File: config.mk
export PLATFORM = sky130hd
export DESIGN_NAME = inst_fetch_stage
export DESIGN_NICKNAME = d
export VERILOG_FILES = /design/src/rtl/inst_fetch_stage.sv
export SDC_FILE = /design/constraint.sdc
export NUM_CORES = 1
export LEC_CHECK = 0
export BUFFER_PORTS_ARGS = -buffer_cell sky130_fd_sc_hd__buf_2
export CELL_PAD_IN_SITES_DETAIL_PLACEMENT = 0
export CELL_PAD_IN_SITES_GLOBAL_PLACEMENT = 1
export CORE_MARGIN = 10
export CORE_UTILIZATION = 51
export CTS_BUF_LIST = sky130_fd_sc_hd__clkbuf_16
export DETAILED_ROUTE_END_ITERATION = 16
export GPL_ROUTABILITY_DRIVEN = 0
export PLACE_DENSITY = 0.9
export SLEW_MARGIN = 20
export SYNTH_ARGS = -nofsm -noshare
export SYNTH_HDL_FRONTEND = slang
export SYNTH_SLANG_ARGS = --single-unit
File: constraint.sdc
create_clock -name clk -period 5.1 [get_ports clk]
set_clock_uncertainty 0.2 [all_clocks]
set_input_delay 1.275 -clock clk [delete_from_list [all_inputs] [get_ports clk]]
set_output_delay 1.275 -clock clk [all_outputs]
set_load 0.005 [all_outputs]
File: src/rtl/inst_fetch_stage.sv
// Instruction fetch stage: issues word reads to a synchronous instruction memory and
// buffers {pc, inst} in a prefetch FIFO whose head feeds the IF/ID register.
module inst_fetch_stage #(
  parameter int                ADDR_W     = 16,
  parameter int                INST_W     = 16,
  parameter int                FIFO_DEPTH = 4,
  parameter logic [ADDR_W-1:0] RESET_PC   = '0
) (
  input  logic              clk,
  input  logic              rst,
  input  logic              stall,
  input  logic              branch_to_new,
  input  logic [ADDR_W-1:0] branch_pc,
  input  logic              halt,
  output logic              imem_rd_en,
  output logic [ADDR_W-1:0] imem_addr,
  input  logic [INST_W-1:0] imem_rdata,
  output logic [ADDR_W-1:0] pc,
  output logic [INST_W-1:0] inst,
  output logic              inst_valid,
  output logic              fsm_state
);

  localparam int PTR_W = (FIFO_DEPTH > 1) ? $clog2(FIFO_DEPTH) : 1;
  localparam int CNT_W = PTR_W + 1;
  localparam logic [CNT_W:0]   DEPTH_SUM = (CNT_W + 1)'(FIFO_DEPTH);
  localparam logic [CNT_W-1:0] DEPTH_CNT = CNT_W'(FIFO_DEPTH);

  typedef enum logic {
    S_RUN    = 1'b0,
    S_HALTED = 1'b1
  } state_t;

  state_t state_q, state_d;

  logic [ADDR_W-1:0] fetch_pc_q;
  logic              inflight_q;
  logic [ADDR_W-1:0] tag_addr_q;
  logic              tag_epoch_q;
  logic              epoch_q;
  logic              epoch_d;

  logic [CNT_W-1:0]  count_q;
  logic [PTR_W-1:0]  rd_ptr_q;
  logic [PTR_W-1:0]  wr_ptr_q;
  logic [ADDR_W-1:0] pc_buf   [FIFO_DEPTH];
  logic [INST_W-1:0] inst_buf [FIFO_DEPTH];

  logic              run_ok;
  logic              halt_block;
  logic              credit_ok;
  logic [CNT_W:0]    credit_sum;
  logic              issue;
  logic [ADDR_W-1:0] issue_addr;
  logic              push;
  logic              pop;
  logic              fifo_nonempty;

  // FSM: state register
  always_ff @(posedge clk) begin
    if (rst) begin
      state_q <= S_RUN;
    end else begin
      state_q <= state_d;
    end
  end

  // FSM: next state; a redirect always wins over halt
  always_comb begin
    state_d = state_q;
    case (state_q)
      S_RUN:    if (halt && !branch_to_new) state_d = S_HALTED;
      S_HALTED: if (branch_to_new)          state_d = S_RUN;
      default:  state_d = S_RUN;
    endcase
  end

  // FSM: outputs
  always_comb begin
    run_ok    = (state_q == S_RUN);
    fsm_state = state_q;
  end

  // In-flight read counts against capacity, so the response push never overflows.
  assign credit_sum = {1'b0, count_q} + {{CNT_W{1'b0}}, inflight_q};
  assign credit_ok  = (credit_sum < DEPTH_SUM);
  assign halt_block = halt & ~branch_to_new;
  assign issue      = ~rst & (run_ok | branch_to_new) & ~halt_block
                    & (credit_ok | branch_to_new);
  assign issue_addr = branch_to_new ? branch_pc : fetch_pc_q;

  assign imem_rd_en = issue;
  assign imem_addr  = rst ? '0 : issue_addr;

  // A redirect flips the epoch, so a response tagged before it no longer matches.
  assign epoch_d = epoch_q ^ branch_to_new;
  assign push    = inflight_q & (tag_epoch_q == epoch_d);

  always_ff @(posedge clk) begin
    if (rst) begin
      fetch_pc_q  <= RESET_PC;
      inflight_q  <= 1'b0;
      tag_addr_q  <= '0;
      tag_epoch_q <= 1'b0;
      epoch_q     <= 1'b0;
    end else begin
      epoch_q    <= epoch_d;
      inflight_q <= issue;
      if (issue) begin
        fetch_pc_q  <= issue_addr + ADDR_W'(1);
        tag_addr_q  <= issue_addr;
        tag_epoch_q <= epoch_d;
      end
    end
  end

  // Handshake: the head entry transfers to IF/ID in a cycle where inst_valid=1 and
  // stall=0; while stall=1 the head (pc/inst) is held unchanged.
  assign fifo_nonempty = (count_q != '0);
  assign inst_valid    = ~rst & fifo_nonempty & ~branch_to_new;
  assign pop           = inst_valid & ~stall;
  assign pc            = inst_valid ? pc_buf[rd_ptr_q]   : '0;
  assign inst          = inst_valid ? inst_buf[rd_ptr_q] : '0;

  always_ff @(posedge clk) begin
    if (rst || branch_to_new) begin
      count_q  <= '0;
      rd_ptr_q <= '0;
      wr_ptr_q <= '0;
    end else begin
      if (push) wr_ptr_q <= wr_ptr_q + PTR_W'(1);
      if (pop)  rd_ptr_q <= rd_ptr_q + PTR_W'(1);
      case ({push, pop})
        2'b10:   count_q <= count_q + CNT_W'(1);
        2'b01:   count_q <= count_q - CNT_W'(1);
        default: count_q <= count_q;
      endcase
    end
  end

  always_ff @(posedge clk) begin
    if (push && !rst && !branch_to_new) begin
      pc_buf[wr_ptr_q]   <= tag_addr_q;
      inst_buf[wr_ptr_q] <= imem_rdata;
    end
  end

  always_ff @(posedge clk) begin
    if (!rst) begin
      assert (count_q <= DEPTH_CNT);
      assert (!(push && !pop && !branch_to_new && (count_q == DEPTH_CNT)));
    end
  end

endmodule

# After elaboration in Yosys (flattened, before gate mapping)
# Memories as Yosys holds them, arrays and structs flattened. A register that Yosys moved wholly into a read port is not among the register bits.
# Index checks and enable logic that the tools add are counted.
classes:
  addsub: 6
  magnitude_cmp: 1
  eq_ne: 3
  n_mux: 14
  n_bitwise: 16
  n_reduce_logical: 8
ops:
  columns: ["operator", "n"]
  rows:
  - ["$mux W16", 4]
  - ["$add A16 B1 Y16 const B", 1]
  - ["$and A1 B1 Y1", 8]
  - ["$mux W2", 4]
  - ["$pmux W3 S2", 1]
  - ["$not A1 Y1", 5]
  - ["$add A2 B1 Y2 const B", 2]
  - ["$add A3 B1 Y4", 1]
  - ["$lt A4 B3 Y1 const B", 1]
  - ["$mux W1", 4]
  - ["$add A3 B1 Y3 const B", 1]
  - ["$logic_and A1 B1 Y1", 3]
  - ["$reduce_bool A3 Y1", 1]
  - ["$sub A3 B1 Y3 const B", 1]
  - ["$eq A2 B1 Y1 const B", 1]
  - ["$eq A2 B2 Y1 const B", 1]
  - ["$logic_not A1 Y1", 2]
  - ["$or A1 B1 Y1", 2]
  - ["$pmux W1 S2", 1]
  - ["$reduce_bool A2 Y1", 1]
  - ["$eq A1 B1 Y1", 1]
  - ["$logic_or A1 B1 Y1", 1]
  - ["$xor A1 B1 Y1", 1]
totals:
  ff_bits: 43
  ramBits: 128
  in_bits: 37
  out_inout_bits: 51
  elab_cells: 59
  memories: 2
mem_list:
  columns: ["memory", "depth", "width", "rd", "rd_ports_with_merged_regs", "write_ports", "line_no", "rtl"]
  rows:
  - ["inst_buf", 4, 16, 1, 1, 1, "47", "logic [INST_W-1:0] inst_buf [FIFO_DEPTH];"]
  - ["pc_buf", 4, 16, 1, 1, 1, "46", "logic [ADDR_W-1:0] pc_buf [FIFO_DEPTH];"]

# Longest topological paths before layout
# Gate-level depths: netlist of run 1.
depth:
  ltp_word: 7
  mapped_depth: 11
  mapped_depth_nobuf: 9

# Worst setup path before layout of run 1
# OpenSTA, ideal clock, no wires.
synth_path:
  kind: "input to output"
  start: "input branch_to_new"
  end: "output imem_addr[5]"
  arrival_time_ns: 2.346
  required_time_ns: 3.625
  slack_ns: 1.279
  path_stages: 6
  n_path_buf: 4
  cell_sequence: "buf_4 buf_2 buf_2 buf_1 nand2_1 a21oi_1"
synth_between:
  elab_chain_len: 2
synth_rtl:
  columns: ["item", "line_no", "rtl"]
  rows:
  - ["from (decl)", "12", "input logic branch_to_new,"]
  - ["$mux W16", "90", "assign issue_addr = branch_to_new ? branch_pc : fetch_pc_q;"]
  - ["$mux W16", "93", "assign imem_addr = rst ? '0 : issue_addr;"]
  - ["to (decl)", "16", "output logic [ADDR_W-1:0] imem_addr,"]
# Every way passes these cells.

# Worst setup path after layout of run 1
layout_path:
  start: "input branch_to_new"
  end: "output imem_addr[14]"
# The elaborated chain is that of the path after synthesis.

==> summary.md, run 1 <==
| Metric | Value |
|---|---|
| H-tree depth | `4` |
| First-pass GRT wire length | `26.0 mm` |
| Final instance area | `8600 um^2` |
| Status | `completed` |
| WS Path Type | `primary input to output port` |
| Drt drc | `0` |
| HP Class | `flip-flop to flip-flop` |
| Critical path data required time | `3.62 ns` |
| DRT antenna net count | `0` |
| Clk Latency, worst-skew pair | `0.42 ns` |
| Post-DP HPWL | `10.5 mm` |
| Post-DR vias/cell | `5.71` |
| Die W | `141 um` |
| Share of cells above drive strength 1 | `0.270` |
| Initial core utilization | `0.516` |
| Antenna violations before repair | `0` |
| # Post-CTS Setup Buffers | `0` |
| Worst-path cell chain | `buf_2 -> buf_4 -> mux2i_1 -> nor2_1 -> buf_2` |
| Post-synthesis sequential area ratio | `0.638` |
| CTS Buf Count | `17` |
| Slowest cell on the critical path | `buf_2` |
| Total grt overflow | `0` |
| Area delta synth->final | `15.7%` |
| Period minus WS final | `4.29 ns` |
| Vias in the first global route | `4,878` |
| Leakage Power | `3.09 nW` |
| Worst setup SP type | `primary input` |
| Final core occ | `0.596` |
| Dpl cells | `786` |
| Synth warn | `0` |
| Fin. Hold Viols | `0` |
| Top FF cell, synth | `edfxtp_1` |
| N_diodes | `0` |
| Async S/R FF share, synth | `0` |
| Area after DPL | `8090 um^2` |
| Die height | `141 um` |
| Number of enable flip-flop cells after synthesis | `128` |
| Core Region | `14,400 um^2` |
| Pwr Density | `336 nW/um^2` |
| Fin cells | `817` |
| Number of synthesized register bits | `173` |
| Slew Viols, Final | `0` |
| Final WL | `16.0 mm` |
| Crit path capture type | `output port` |
| Worst ir drop on vdd | `0.000220 V` |
| Fmax achieved | `233 MHz` |
| Most Frequent Cell on Critical Path | `buf_2` |
| Hold_buf cts | `0` |
| CTS max path bufs | `2` |
| Synth unique cells | `53` |
| Rows | `44` |
| Full die area | `19,800 um^2` |
| Crit-path max FO | `39` |
| Netlist Area Pre-Place | `7440 um^2` |
| I/O pin cnt | `88` |
| Arr. time, crit path | `2.82 ns` |
| Max Cap Viol | `0` |
| Relative slew slack | `0.446` |
| Worst Max-Slew Pin Slew | `0.830 ns` |
| Clock transition at path regs | `0.06 ns` |
| Post-synthesis instance total | `531` |
| CTS root buf | `clkbuf_16` |
| Crit-path max cell delay | `0.54 ns` |
| Fin nets | `665` |
| Post_cts resized | `0` |
| Starting DRT DRC Count | `351` |
| Aggregate global-route resource usage | `0.165` |
| Drt pass-1 iters | `5` |
| CTS tree | `yes` |
| Final Setup Violations | `0` |
| Synth Area per Inst | `14.0 um^2` |
| Syn Nets | `575` |
| CTS Sinks | `173` |
| Setup_tns | `0 ns` |
| Largest net degree at the start of global routing | `45` |
| DR vias | `4,661` |
| Routed wire per std cell | `19.5 um` |
| RSZ-0062 raised after global routing | `false` |
| Port Buffers | `87` |
| Period utilization | `0.841` |
-- cells in the mapped netlist (all sizes together), types with 5 or more instances --
| library cell | n | area share |
|---|---|---|
| mux2 | 8 | 0.012 |
| buf | 15 | 0.011 |
| inv | 12 | 0.0061 |
| xor2 | 7 | 0.0082 |
| nand4 | 5 | 0.0042 |
| nor3 | 8 | 0.0054 |
| nand3 | 15 | 0.010 |
| a211oi | 11 | 0.012 |
| nand2 | 43 | 0.022 |
| mux2i | 9 | 0.012 |
| mux4 | 32 | 0.097 |
| ha | 6 | 0.010 |
| nor2b | 32 | 0.027 |
| o21ai | 10 | 0.0067 |
| nor2 | 40 | 0.021 |
| a21oi | 26 | 0.017 |
| xnor2 | 15 | 0.018 |
| dfxtp | 45 | 0.12 |
| clkbuf | 14 | 0.0071 |
| and2 | 7 | 0.0059 |
| edfxtp | 128 | 0.52 |
-- routing by layer --
layer | vias up | GRT usage | routed length (um)
met5 | - | 0 | 0
met4 | 0 | 0.0522 | 199
met3 | 20 | 0.0467 | 1290
met2 | 176 | 0.269 | 7770
met1 | 2290 | 0.209 | 6700
li1 | 2175 | - | -
-- worst max-delay path: cells and delay by family --
kind	cells	cell delay, ns
buffers and inverters	3	1.04
multiplexers	1	0.41
AND/OR/NAND/NOR	1	0.07
-- logic make-up (layout without fill, tap and decap cells) --
kind of cell | after synthesis | count (layout) | synth area share
fa+ha+maj | 7 | 7 | 0.0128
xor+xnor | 22 | 22 | 0.0259
simple gates | 168 | 168 | 0.115
buf+inv | 41 | 143 | 0.0239
compound gates | 71 | 71 | 0.0633
flops | 173 | 173 | 0.638
mux | 49 | 49 | 0.121
-- worst paths after layout --
path | from | end | slack [ns] | cells after the start
setup / recovery | branch_to_new | imem_addr[14] | 0.81 | 5
hold / removal | fetch_pc_q[14] | fetch_pc_q[14] | 0.26 | 2
setup reg to reg | count_q[2] | count_q[2] | 2.40 | 9
hold reg to reg | fetch_pc_q[14] | fetch_pc_q[14] | 0.26 | 2
-- report_power, final --
part | switching (mW) | total, mW | internal (mW)
logic | 0.103 | 0.178 | 0.0749
registers | 0.0311 | 1.57 | 1.54
clock network | 0.489 | 1.14 | 0.649
total | 0.623 | 2.89 | 2.27
-- placed cells by master, fill, tap and decap left out, types with 9 or more instances in the layout --
cell type	count
nor2b_1	32
clkbuf_16	17
nor2_1	39
mux4_2	32
edfxtp_1	128
inv_1	15
buf_4	13
xnor2_1	15
buf_2	87
nand2_1	43
mux2i_1	9
a21oi_1	26
a211oi_1	9
dfxtp_1	43
nand3_1	15
-- state kept, by name (all words and copies together), names as in the netlist, named ones only --
name / count
inst_buf: 64
pc_buf: 64
fetch_pc_q: 16
tag_addr_q: 16
count_q: 3
rd_ptr_q: 2
wr_ptr_q: 2
epoch_q: 1
fsm_state: 1
inflight_q: 1
tag_epoch_q: 1
-- metrics by stage --
stage / power (mW) / worst slack (ns) / hold slack, ns
detailed placement: 1.78 / 0.846 / 0.248
global placement: 1.77 / 0.911 / 0.240
floorplan: 1.71 / 1.28 / 0.231
global route: 2.99 / 0.689 / 0.280
CTS: 2.91 / 0.829 / 0.257
finish: 2.89 / 0.809 / 0.255
-- layout make-up --
| cell class | count | area [um^2] |
|---|---|---|
| multi-input cells | 317 | 2530 |
| clock inverters | 14 | 90.1 |
| clock buffers | 17 | 425 |
| repair buffers | 100 | 533 |
| fillers | 1122 | 5820 |
| well taps | 184 | 230 |
| inverters | 12 | 45.0 |
| flip-flops and latches | 173 | 4750 |
Power figures use the tool's default switching activity.
==> run 2: changes to the inputs <==
--- a/config.mk
+++ b/config.mk
@@ -5,15 +5,16 @@
 export SDC_FILE = /design/constraint.sdc
 export NUM_CORES = 1
 export LEC_CHECK = 0
+export ABC_AREA = 1
 export BUFFER_PORTS_ARGS = -buffer_cell sky130_fd_sc_hd__buf_2
 export CELL_PAD_IN_SITES_DETAIL_PLACEMENT = 0
 export CELL_PAD_IN_SITES_GLOBAL_PLACEMENT = 1
 export CORE_MARGIN = 10
-export CORE_UTILIZATION = 51
+export CORE_UTILIZATION = 45
 export CTS_BUF_LIST = sky130_fd_sc_hd__clkbuf_16
 export DETAILED_ROUTE_END_ITERATION = 16
 export GPL_ROUTABILITY_DRIVEN = 0
-export PLACE_DENSITY = 0.9
+export PLACE_DENSITY = 0.85
 export SLEW_MARGIN = 20
 export SYNTH_ARGS = -nofsm -noshare
 export SYNTH_HDL_FRONTEND = slang
==> constraint.sdc (replaced) <==
create_clock -name clk -period 4.3 [get_ports clk]
set_clock_uncertainty 0.2 [all_clocks]
set_input_delay 1.075 -clock clk [delete_from_list [all_inputs] [get_ports clk]]
set_output_delay 1.075 -clock clk [all_outputs]
set_load 0.005 [all_outputs]
==> summary.md, run 2 <==
| Metric | Value |
|---|---|
| Status | `completed (unchanged)` |
| Netlist Area Pre-Place | `7470 um^2 (was 7440 um^2)` |
| DRT antenna net count | `0 (unchanged)` |
| Dpl ws | `0.584 ns (was 0.846 ns)` |
| RSZ-0062 raised after global routing | `false (unchanged)` |
| DR vias | `5,377 (was 4,661)` |
| Fmax achieved | `270 MHz` |
| Crit-path max cell delay | `0.30 ns (was 0.54 ns)` |
| Final core occ | `0.532 (was 0.596)` |
| Yosys top cell by area | `edfxtp_1 (unchanged)` |
| Post-DR vias/cell | `4.93 (was 5.71)` |
| Pwr Density | `403 nW/um^2 (was 336 nW/um^2)` |
| Fin cells | `1,091 (was 817)` |
| Drt drc | `0 (unchanged)` |
| Largest net degree at the start of global routing | `65 (was 45)` |
| Clock power frac | `0.403 (was 0.394)` |
| Hold depth | `2 (unchanged)` |
| Die W | `149 um (was 141 um)` |
| Die height | `149 um (was 141 um)` |
| Worst ir drop on vdd | `0.000291 V (was 0.000220 V)` |
| Number of enable flip-flop cells after synthesis | `128 (unchanged)` |
| Vias in the first global route | `5,079 (was 4,878)` |
| Synth unique cells | `37 (was 53)` |
| Slowest cell on the critical path | `buf_4 (was buf_2)` |
| Aggregate global-route resource usage | `0.152 (was 0.165)` |
| Max Cap Viol | `0 (unchanged)` |
| Number of synthesized register bits | `173 (unchanged)` |
| Relative slew slack | `0.254 (was 0.446)` |
| P_int | `2.71 mW (was 2.27 mW)` |
| Hold endpoint | `fetch_pc_q[4] (was fetch_pc_q[14])` |
| Hold_buf cts | `0 (unchanged)` |
| Fin nets | `903 (was 665)` |
| Synth warn | `0 (unchanged)` |
| FF/Latch Area | `4750 um^2 (about the same)` |
| Period utilization | `0.861` |
| Fin. Hold Viols | `0 (unchanged)` |
| Post-synthesis sequential area ratio | `0.635 (was 0.638)` |
| Reg2reg setup slack | `1.68 ns (was 2.40 ns)` |
| Worst Setup SP | `rst (was branch_to_new)` |
| Dpl cells | `1,060 (was 786)` |
| Worst Max-Slew Pin Slew | `1.12 ns (was 0.830 ns)` |
| Post_cts resized | `0 (unchanged)` |
| Most frequent cell after synthesis | `nor2_1 (was edfxtp_1)` |
| Port Buffers | `87 (unchanged)` |
| Core Region | `16,400 um^2 (was 14,400 um^2)` |
| Leakage Power | `3.50 nW (was 3.09 nW)` |
| Arr. time, crit path | `2.43 ns (was 2.82 ns)` |
| Period minus WS final | `3.70 ns` |
| CTS tree | `yes (unchanged)` |
| Comb pwr share | `0.067 (was 0.062)` |
| Clock transition at path regs | `0.07 ns (was 0.06 ns)` |
| CTS Buf Count | `17 (unchanged)` |
| Rows | `47 (was 44)` |
| Worst setup SP type | `primary input (unchanged)` |
| Slew Viols, Final | `0 (unchanged)` |
| Hold Startpoint | `fetch_pc_q[4] (was fetch_pc_q[14])` |
| Largest registers | `inst_buf: 64 flops, pc_buf: 64 flops (unchanged)` |
| Clk Latency, worst-skew pair | `0.43 ns (was 0.42 ns)` |
| R2R Path Start | `count_q[0] (was count_q[2])` |
| Routed wire per std cell | `15.3 um (was 19.5 um)` |
| Critical path data required time | `3.02 ns (was 3.62 ns)` |
| Area delta synth->final | `16.9% (was 15.7%)` |
| N_diodes | `0 (unchanged)` |
| Synth Area per Inst | `9.65 um^2 (was 14.0 um^2)` |
| H-tree depth | `4 (unchanged)` |
| Drt pass-1 iters | `5 (unchanged)` |
| # Post-CTS Setup Buffers | `0 (unchanged)` |
| Full die area | `22,200 um^2 (was 19,800 um^2)` |
| Commonest non-fill, non-tap cell in the layout | `nor2_1 (was edfxtp_1)` |
| HP Class | `flip-flop to flip-flop (unchanged)` |
| Total grt overflow | `0 (unchanged)` |
| Layout fillers | `1,444 (was 1,122)` |
| Most Frequent Cell on Critical Path | `buf_2 (unchanged)` |
| Net Switching | `808 uW (was 623 uW)` |
| Sequential Power Share | `0.530 (was 0.545)` |
| Commonest cells after routing, fill and taps aside | `nor2_1, edfxtp_1, o21ai_0 (was edfxtp_1, buf_2, nand2_1, dfxtp_1, nor2_1)` |
| Final WS setup | `0.596 ns (was 0.809 ns)` |
| Initial core utilization | `0.455 (was 0.516)` |
| Worst-path cell chain | `buf_2 -> inv_1 -> nand2_1 -> inv_2 -> o31ai_4 -> buf_4 -> a21oi_1 -> buf_2 (was buf_2 -> buf_4 -> mux2i_1 -> nor2_1 -> buf_2)` |
| I/O pin cnt | `88 (unchanged)` |
| RR Endpoint | `count_q[1] (was count_q[2])` |
| Final WL | `16.7 mm (was 16.0 mm)` |
| CTS Sinks | `173 (unchanged)` |
| Starting DRT DRC Count | `320 (was 351)` |
| Post-synthesis instance total | `774 (was 531)` |
| Area of the multi-input gates | `2350 um^2 (was 2530 um^2)` |
| Share of cells above drive strength 1 | `0.188 (was 0.270)` |
| Synth top area share | `0.514 (was 0.517)` |
| Area after DPL | `8190 um^2 (was 8090 um^2)` |
| Area contributors post-synth | `edfxtp_1, dfxtp_1, nor2_1, o21ai_0, nand2_1 (was edfxtp_1, dfxtp_1, mux4_2, nor2b_1, nand2_1)` |
| Post-synth top cells | `nor2_1, edfxtp_1, o21ai_0 (was edfxtp_1, dfxtp_1, nand2_1)` |
| Crit path capture type | `output port (unchanged)` |
| Final instance area | `8730 um^2 (was 8600 um^2)` |
| Final Setup Violations | `0 (unchanged)` |
| Switching Share | `0.229 (was 0.216)` |
| CTS root buf | `clkbuf_16 (unchanged)` |
| Setup_tns | `0 ns (unchanged)` |
| Top FF cell, synth | `edfxtp_1 (unchanged)` |
| Cells on worst reg2reg path | `8 (was 9)` |
| WS Path Type | `primary input to output port (unchanged)` |
| Post-DP HPWL | `10.7 mm (was 10.5 mm)` |
| First-pass GRT wire length | `26.5 mm (was 26.0 mm)` |
| Crit-path max FO | `20 (was 39)` |
| Syn Nets | `818 (was 575)` |
| Antenna violations before repair | `0 (unchanged)` |
| CTS max path bufs | `2 (unchanged)` |
| Async S/R FF share, synth | `0 (unchanged)` |
## run 2: cell types whose count changed after synthesis, moves of 14 or more
cell     previous run  this run
mux4_2             32         0
xnor2_1            15         1
nand2_1            43        97
nor2b_1            32         0
inv_1              11        56
o21ai_0             7        98
nor2_1             39       178
a21oi_1            26        46
## run 2: power by group through the flow
stage | Combinational, mW | Sequential (mW) | Clock [mW]
after CTS | 0.237 | 1.87 | 1.44
after floorplan | 0.152 | 1.89 | 0
after global routing | 0.268 | 1.87 | 1.50
after global placement | 0.233 | 1.90 | 0
after detailed placement | 0.235 | 1.90 | 0
final | 0.234 | 1.87 | 1.42
## run 2: metrics by stage
step           power [mW]  hold WS [ns]
2_1_floorplan        2.05         0.244
3_3_place_gp         2.13         0.255
3_5_place_dp         2.14         0.268
4_1_cts              3.55         0.278
5_1_grt              3.65         0.288
6_report             3.52         0.276
## run 2: logic make-up after synthesis
logic type               Yosys count  share of synthesized area
AO/OA/AOI/OAI                    161                      0.113
XOR/XNOR                           3                    0.00352
AND/OR/NAND/NOR                  329                      0.180
flip-flops                       173                      0.635
adder cells (fa/ha/maj)            7                     0.0127
buffers and inverters            101                     0.0554
## run 2: worst max-delay path by stage
stage,to
floorplan,inst_buf[0][0]
global placement,pc[14]
detailed placement,pc[15]
CTS,pc[15]
global route,pc[15]
finish,pc[15]
## run 2: critical path, delay by kind of cell
| kind | cells | cell delay, ns |
|---|---|---|
| AND/OR/NAND/NOR | 1 | 0.17 |
| AO/OA/AOI/OAI | 2 | 0.41 |
| buffers and inverters | 5 | 0.75 |
## run 2: routing by layer
metal / part of all wire / track usage / vias up
met3: 0.052 / 0.0419 / 18
met2: 0.47 / 0.246 / 128
li1: - / - / 2772
met4: 0.013 / 0.0559 / 0
met5: 0 / 0 / -
met1: 0.46 / 0.190 / 2459
## run 2: layout make-up
cell class | instances | share of cell area
timing repair buffer | 106 | 0.0676
multi-input combinational | 500 | 0.269
clock inverter | 14 | 0.0139
tap | 220 | 0.0315
inverter | 61 | 0.0262
clock buffer | 17 | 0.0487
sequential | 173 | 0.543
